### src/rtl/smp_snoop_bus_ctrl.sv
// Shared-bus MSI snoop controller for NUM_CORES private caches: round-robin arbitration,
// snoop broadcast, then either an owner flush or a memory fetch, ending in a done pulse.
module smp_snoop_bus_ctrl #(
  parameter int unsigned NUM_CORES = 4,
  parameter int unsigned ADDR_W    = 16,
  parameter int unsigned DATA_W    = 16,
  parameter int unsigned IDX_W     = $clog2(NUM_CORES)
) (
  input  logic                          clk,
  input  logic                          rst,
  input  logic [NUM_CORES-1:0]          req,
  input  logic [2*NUM_CORES-1:0]        req_op,
  input  logic [NUM_CORES*ADDR_W-1:0]   req_addr,
  output logic [NUM_CORES-1:0]          grant,
  output logic [NUM_CORES-1:0]          done,
  output logic [DATA_W-1:0]             rd_data,
  output logic                          snoop_valid,
  output logic [1:0]                    snoop_op,
  output logic [ADDR_W-1:0]             snoop_addr,
  output logic [IDX_W-1:0]              snoop_src,
  input  logic [NUM_CORES-1:0]          snoop_hit_mod,
  input  logic [NUM_CORES*DATA_W-1:0]   snoop_data,
  output logic                          mem_req,
  output logic                          mem_we,
  output logic [ADDR_W-1:0]             mem_addr,
  output logic [DATA_W-1:0]             mem_wdata,
  input  logic                          mem_rdy,
  input  logic [DATA_W-1:0]             mem_rdata,
  output logic                          err_multi_owner
);

  localparam int unsigned CW = IDX_W + 1;

  localparam logic [1:0] OP_READ_MISS  = 2'b00;
  localparam logic [1:0] OP_WRITE_MISS = 2'b01;
  localparam logic [1:0] OP_INVALIDATE = 2'b10;
  localparam logic [1:0] OP_RESERVED   = 2'b11;

  typedef enum logic [2:0] {
    S_IDLE,
    S_SNOOP,
    S_FLUSH,
    S_MEM_RD,
    S_DONE
  } state_t;

  state_t              state;
  state_t              state_d;

  logic [IDX_W-1:0]    ptr;
  logic [IDX_W-1:0]    win;
  logic [1:0]          op;
  logic [ADDR_W-1:0]   addr;

  logic                arb_found;
  logic [IDX_W-1:0]    arb_idx;
  logic [1:0]          arb_op;
  logic [ADDR_W-1:0]   arb_addr;
  logic [CW-1:0]       cand;

  logic [NUM_CORES-1:0] hits;
  logic                 hit_any;
  logic                 hit_multi;
  logic [DATA_W-1:0]    hit_data;

  // Round-robin pick: first requesting core at or after ptr, wrapping.
  always_comb begin : arbiter
    arb_found = 1'b0;
    arb_idx   = '0;
    arb_op    = '0;
    arb_addr  = '0;
    cand      = '0;
    for (int i = 0; i < int'(NUM_CORES); i++) begin
      cand = CW'(ptr) + CW'(i);
      if (cand >= CW'(NUM_CORES)) begin
        cand = cand - CW'(NUM_CORES);
      end
      if (!arb_found && req[cand[IDX_W-1:0]]) begin
        arb_found = 1'b1;
        arb_idx   = cand[IDX_W-1:0];
        arb_op    = req_op[int'(cand)*2 +: 2];
        arb_addr  = req_addr[int'(cand)*int'(ADDR_W) +: ADDR_W];
      end
    end
  end

  // Modified-owner resolution; the requester's own reply is ignored, lowest index wins.
  always_comb begin : snoop_resolve
    hits      = snoop_hit_mod & ~(NUM_CORES'(1) << win);
    hit_any   = |hits;
    hit_multi = |(hits & (hits - NUM_CORES'(1)));
    hit_data  = '0;
    for (int i = int'(NUM_CORES) - 1; i >= 0; i--) begin
      if (hits[i]) begin
        hit_data = snoop_data[i*int'(DATA_W) +: DATA_W];
      end
    end
  end

  always_comb begin : next_state
    state_d = state;
    unique case (state)
      S_IDLE: begin
        if (arb_found) begin
          state_d = (arb_op == OP_RESERVED) ? S_DONE : S_SNOOP;
        end
      end
      S_SNOOP: begin
        if (op == OP_INVALIDATE) begin
          state_d = S_DONE;
        end else if (hit_any) begin
          state_d = S_FLUSH;
        end else begin
          state_d = S_MEM_RD;
        end
      end
      S_FLUSH: begin
        if (mem_rdy) begin
          state_d = S_DONE;
        end
      end
      S_MEM_RD: begin
        if (mem_rdy) begin
          state_d = S_DONE;
        end
      end
      S_DONE: begin
        state_d = S_IDLE;
      end
      default: begin
        state_d = S_IDLE;
      end
    endcase
  end

  always_ff @(posedge clk) begin : state_reg
    if (rst) begin
      state <= S_IDLE;
    end else begin
      state <= state_d;
    end
  end

  // Transaction latches, bus-side outputs and the completion bookkeeping.
  always_ff @(posedge clk) begin : datapath
    if (rst) begin
      ptr             <= '0;
      win             <= '0;
      op              <= '0;
      addr            <= '0;
      grant           <= '0;
      rd_data         <= '0;
      mem_req         <= 1'b0;
      mem_we          <= 1'b0;
      mem_addr        <= '0;
      mem_wdata       <= '0;
      err_multi_owner <= 1'b0;
    end else begin
      mem_req <= (state_d == S_FLUSH) || (state_d == S_MEM_RD);
      mem_we  <= (state_d == S_FLUSH);
      unique case (state)
        S_IDLE: begin
          if (arb_found) begin
            win   <= arb_idx;
            op    <= arb_op;
            addr  <= arb_addr;
            grant <= NUM_CORES'(1) << arb_idx;
          end
        end
        S_SNOOP: begin
          mem_addr <= addr;
          if (op != OP_INVALIDATE && hit_any) begin
            mem_wdata <= hit_data;
          end
          if (hit_multi) begin
            err_multi_owner <= 1'b1;
          end
        end
        S_FLUSH: begin
          if (mem_rdy) begin
            rd_data <= mem_wdata;
          end
        end
        S_MEM_RD: begin
          if (mem_rdy) begin
            rd_data <= mem_rdata;
          end
        end
        S_DONE: begin
          grant <= '0;
          ptr   <= (win == IDX_W'(NUM_CORES - 1)) ? '0 : win + IDX_W'(1);
        end
        default: begin
          grant <= '0;
        end
      endcase
    end
  end

  assign done        = (state == S_DONE) ? grant : '0;
  assign snoop_valid = (state == S_SNOOP);
  assign snoop_op    = op;
  assign snoop_addr  = addr;
  assign snoop_src   = win;

endmodule

### config.mk
export PLATFORM = sky130hd
export DESIGN_NAME = smp_snoop_bus_ctrl
export DESIGN_NICKNAME = d
export VERILOG_FILES = /design/src/rtl/smp_snoop_bus_ctrl.sv
export SDC_FILE = /design/constraint.sdc
export NUM_CORES = 1
export LEC_CHECK = 0
export BUFFER_PORTS_ARGS = -buffer_cell sky130_fd_sc_hd__buf_2
export CORE_ASPECT_RATIO = 0.5
export CORE_MARGIN = 5
export CORE_UTILIZATION = 50
export CTS_CLUSTER_DIAMETER = 200
export DETAILED_ROUTE_END_ITERATION = 16
export PLACE_DENSITY = 0.94
export SLEW_MARGIN = 20
export SYNTH_ARGS = -nofsm -noshare
export SYNTH_HDL_FRONTEND = slang
export SYNTH_SLANG_ARGS = --single-unit
### constraint.sdc
create_clock -name clk -period 7.6 [get_ports clk]
set_clock_uncertainty 0.15 [all_clocks]
set_input_delay 1.52 -clock clk [delete_from_list [all_inputs] [get_ports clk]]
set_output_delay 1.52 -clock clk [all_outputs]
set_load 0.005 [all_outputs]
==> run summary <==
status - finished clean
Fmax - 229 MHz
DP HPWL - 14.7 mm
Finished Layout Cells - 1031
Yosys cell types - 58
fillers - 896
GRT Resource Usage Total - 26.7%
worst vdd ir - 0.000160 V
H-tree Lvls - 3
Synth Warn # - 0
crit path DAT - 4.45 ns
Area Growth Syn to Fin - 26.5%
Die ar. - 0.0141 mm2
Syn Std Cell Area - 0.00585 mm2
Final Setup Violations - 0
Worst-Margin Slew - 0.848 ns
CTS tree - built
total I/O pin count - 243
Starting Density - 52.1%
Final Cycle Share - 57.6%
Syn Area/Cell - 8.77 um2
Pre-antenna DRT Iters - 6
core area - 0.0112 mm2
Reg clk slew, reported paths - 0.07 ns
cell count after synthesis - 667
PortBufs - 242
Synth Flop Type - dfxtp_1
placed cell area - 0.00705 mm2
final hold vios - 0
Worst-Skew Late Latency - 0.34 ns
placed cell count - 1014
hold_buf cts - 0
Syn Nets - 837
row cnt - 27
GP Congestion - 0.983
synthesis-stage register bit count - 80
TritonCTS Buffers - 9
WHS Path Cells - 2
final core occ - 65.9%
slew margin rel. - 42.3%
Slowest-stage cell, CP - mux4_2
Synth area leaders - dfxtp_1 27%, mux4_2 15%, mux2i_1 6.3%, nand2_1 5.6%, nor2_1 5.6%
setup bufs post-CTS - 0
n_diodes - 0
vias in the first global route - 6081
Crit Path Class - reg2reg
Avg WL per Cell - 19.3 um
setup_tns - 0 ns
WL final - 19.9 mm
register area - 0.00161 mm2
largest area contributor in the netlist - dfxtp_1
CP Max Fanout - 41
CP max stage delay - 0.92 ns
clock root cell - clkbuf_16
Post-CTS Resized - 0
Die X - 163 um
drt initial violations - 935
max_cap viols - 0
total number of vias - 6476
Critical Path RT - 7.67 ns
Final ANT Viol Nets - 0
FF-to-FF path depth - 8
leakage - 0.00311 uW
final instance area - 0.00740 mm2
pwr dens - 319 mW/mm2
Synth top cells by count - 88 x nand2_1, 88 x nor2_1, 80 x dfxtp_1
HP Class - reg2reg
antenna violations before repair - 0
pre-CTS setup slack - 2.92 ns
CP Launch Type - flip-flop
Setup crit end kind - flip-flop
slack of the critical path - 3.23 ns
DRC - 0
clk buf depth - 2
FFs w/ async S/R, synth - 0%
sequential area share after synthesis - 27.4%
top-area cell type share of the netlist area - 27.4%
min Tclk post-route - 4.37 ns
Final Max Slew Viols - 0
grt ovf - 0
layout cells sized above 1 - 39.6%
Multi-input gate area - 0.00397 mm2
Vias/cell - 6.28
Final nets - 1037
largest net degree at the start of global routing - 68
worst path cell trace - inv_1 -> ha_4 -> mux4_2 -> o41ai_4 -> nor2_2 -> buf_4 -> and2_4 -> o31a_1
RSZ-0062 raised after global routing - no
clock sinks - 80
global-route wire length before repair - 30.7 mm
Chip Height - 86.5 um
Post-synth EDFFs - 0
stage by stage:
stage / total power, uW / hold WS [ns]
after global placement: 1810 / 0.290
final: 2360 / 0.308
after CTS: 2330 / 0.307
after detailed placement: 1860 / 0.299
after floorplan: 1510 / 0.303
after global routing: 2510 / 0.324
worst max-delay path: cells and delay by family (launching register included):
kind / cells / cell delay, ns
AO/OA/AOI/OAI: 2 / 1.00
multiplexers: 1 / 0.92
adder cells (fa/ha/maj): 1 / 0.74
flip-flops: 1 / 0.69
buffers and inverters: 2 / 0.50
AND/OR/NAND/NOR: 2 / 0.24
path summary, 6_finish.rpt:
check	slack (ns)	start	to
max	3.23	ptr[0]$_SDFFE_PP0N_	state[0]$_SDFF_PP0_
min reg2reg	0.31	mem_addr[4]$_SDFFE_PP0P_	mem_addr[4]$_SDFFE_PP0P_
min	0.31	mem_addr[4]$_SDFFE_PP0P_	mem_addr[4]$_SDFFE_PP0P_
max reg2reg	3.23	ptr[0]$_SDFFE_PP0N_	state[0]$_SDFF_PP0_
cell families (layout without fill, tap and decap cells):
group                      count (synthesis)  count (layout)  share of synthesized area (%)
muxes                                     98              98                           26.0
DFF                                       80              80                           27.4
adders and majority gates                  7               7                           1.50
and+or+nand+nor                          222             222                           16.8
buffers and inverters                     69             274                           5.31
AOI/OAI and AO/OA                        191             191                           23.0
cell type report:
class | instances | share of cell area (%)
Multi-Input combinational cell | 518 | 53.6
Inverter | 7 | 0.355
Tap cell | 159 | 2.69
Clock inverter | 6 | 1.13
Sequential cell | 80 | 21.7
Clock buffer | 10 | 3.10
Timing Repair Buffer | 251 | 17.4
power breakdown:
part / switching [uW] / internal, uW
logic: 677 / 541
clock network: 180 / 287
registers: 132 / 543
total: 988 / 1370
metal layers:
metal	track usage [%]	wire, um	up-vias
met5	0	0	-
met4	10.7	831	0
met3	5.04	1960	103
met2	47.0	9660	434
met1	32.7	7460	2997
li1	-	-	2942
placed cells by master (no fill, tap or decap), types with 2 or more instances in the layout:
cell type / Yosys / final
buf_2: 17 / 242
nand2_1: 88 / 88
nor2_1: 88 / 86
dfxtp_1: 80 / 79
mux4_2: 40 / 40
a21oi_1: 38 / 37
mux2i_1: 37 / 37
o21ai_0: 30 / 30
a211oi_1: 27 / 27
a221oi_1: 20 / 20
mux2_2: 19 / 19
o311ai_1: 15 / 15
o21ai_1: 13 / 13
clkbuf_16: 0 / 9
and3_1: 8 / 8
buf_4: 2 / 8
a311oi_1: 7 / 7
inv_1: 6 / 6
o311ai_0: 6 / 6
and2_1: 6 / 6
a22oi_1: 6 / 6
ha_1: 7 / 6
nor3_1: 5 / 5
a31oi_1: 5 / 5
a222oi_1: 5 / 5
nand2b_1: 4 / 4
o32a_1: 4 / 4
or3b_1: 3 / 3
nor2b_1: 4 / 3
nor2_2: 1 / 3
nand3_1: 3 / 3
a32oi_1: 3 / 3
clkinv_2: 0 / 3
nor2b_2: 1 / 2
or2_2: 2 / 2
o22ai_1: 2 / 2
nand3b_1: 2 / 2
bufinv_16: 0 / 2
(Power assumes the default switching activity.)
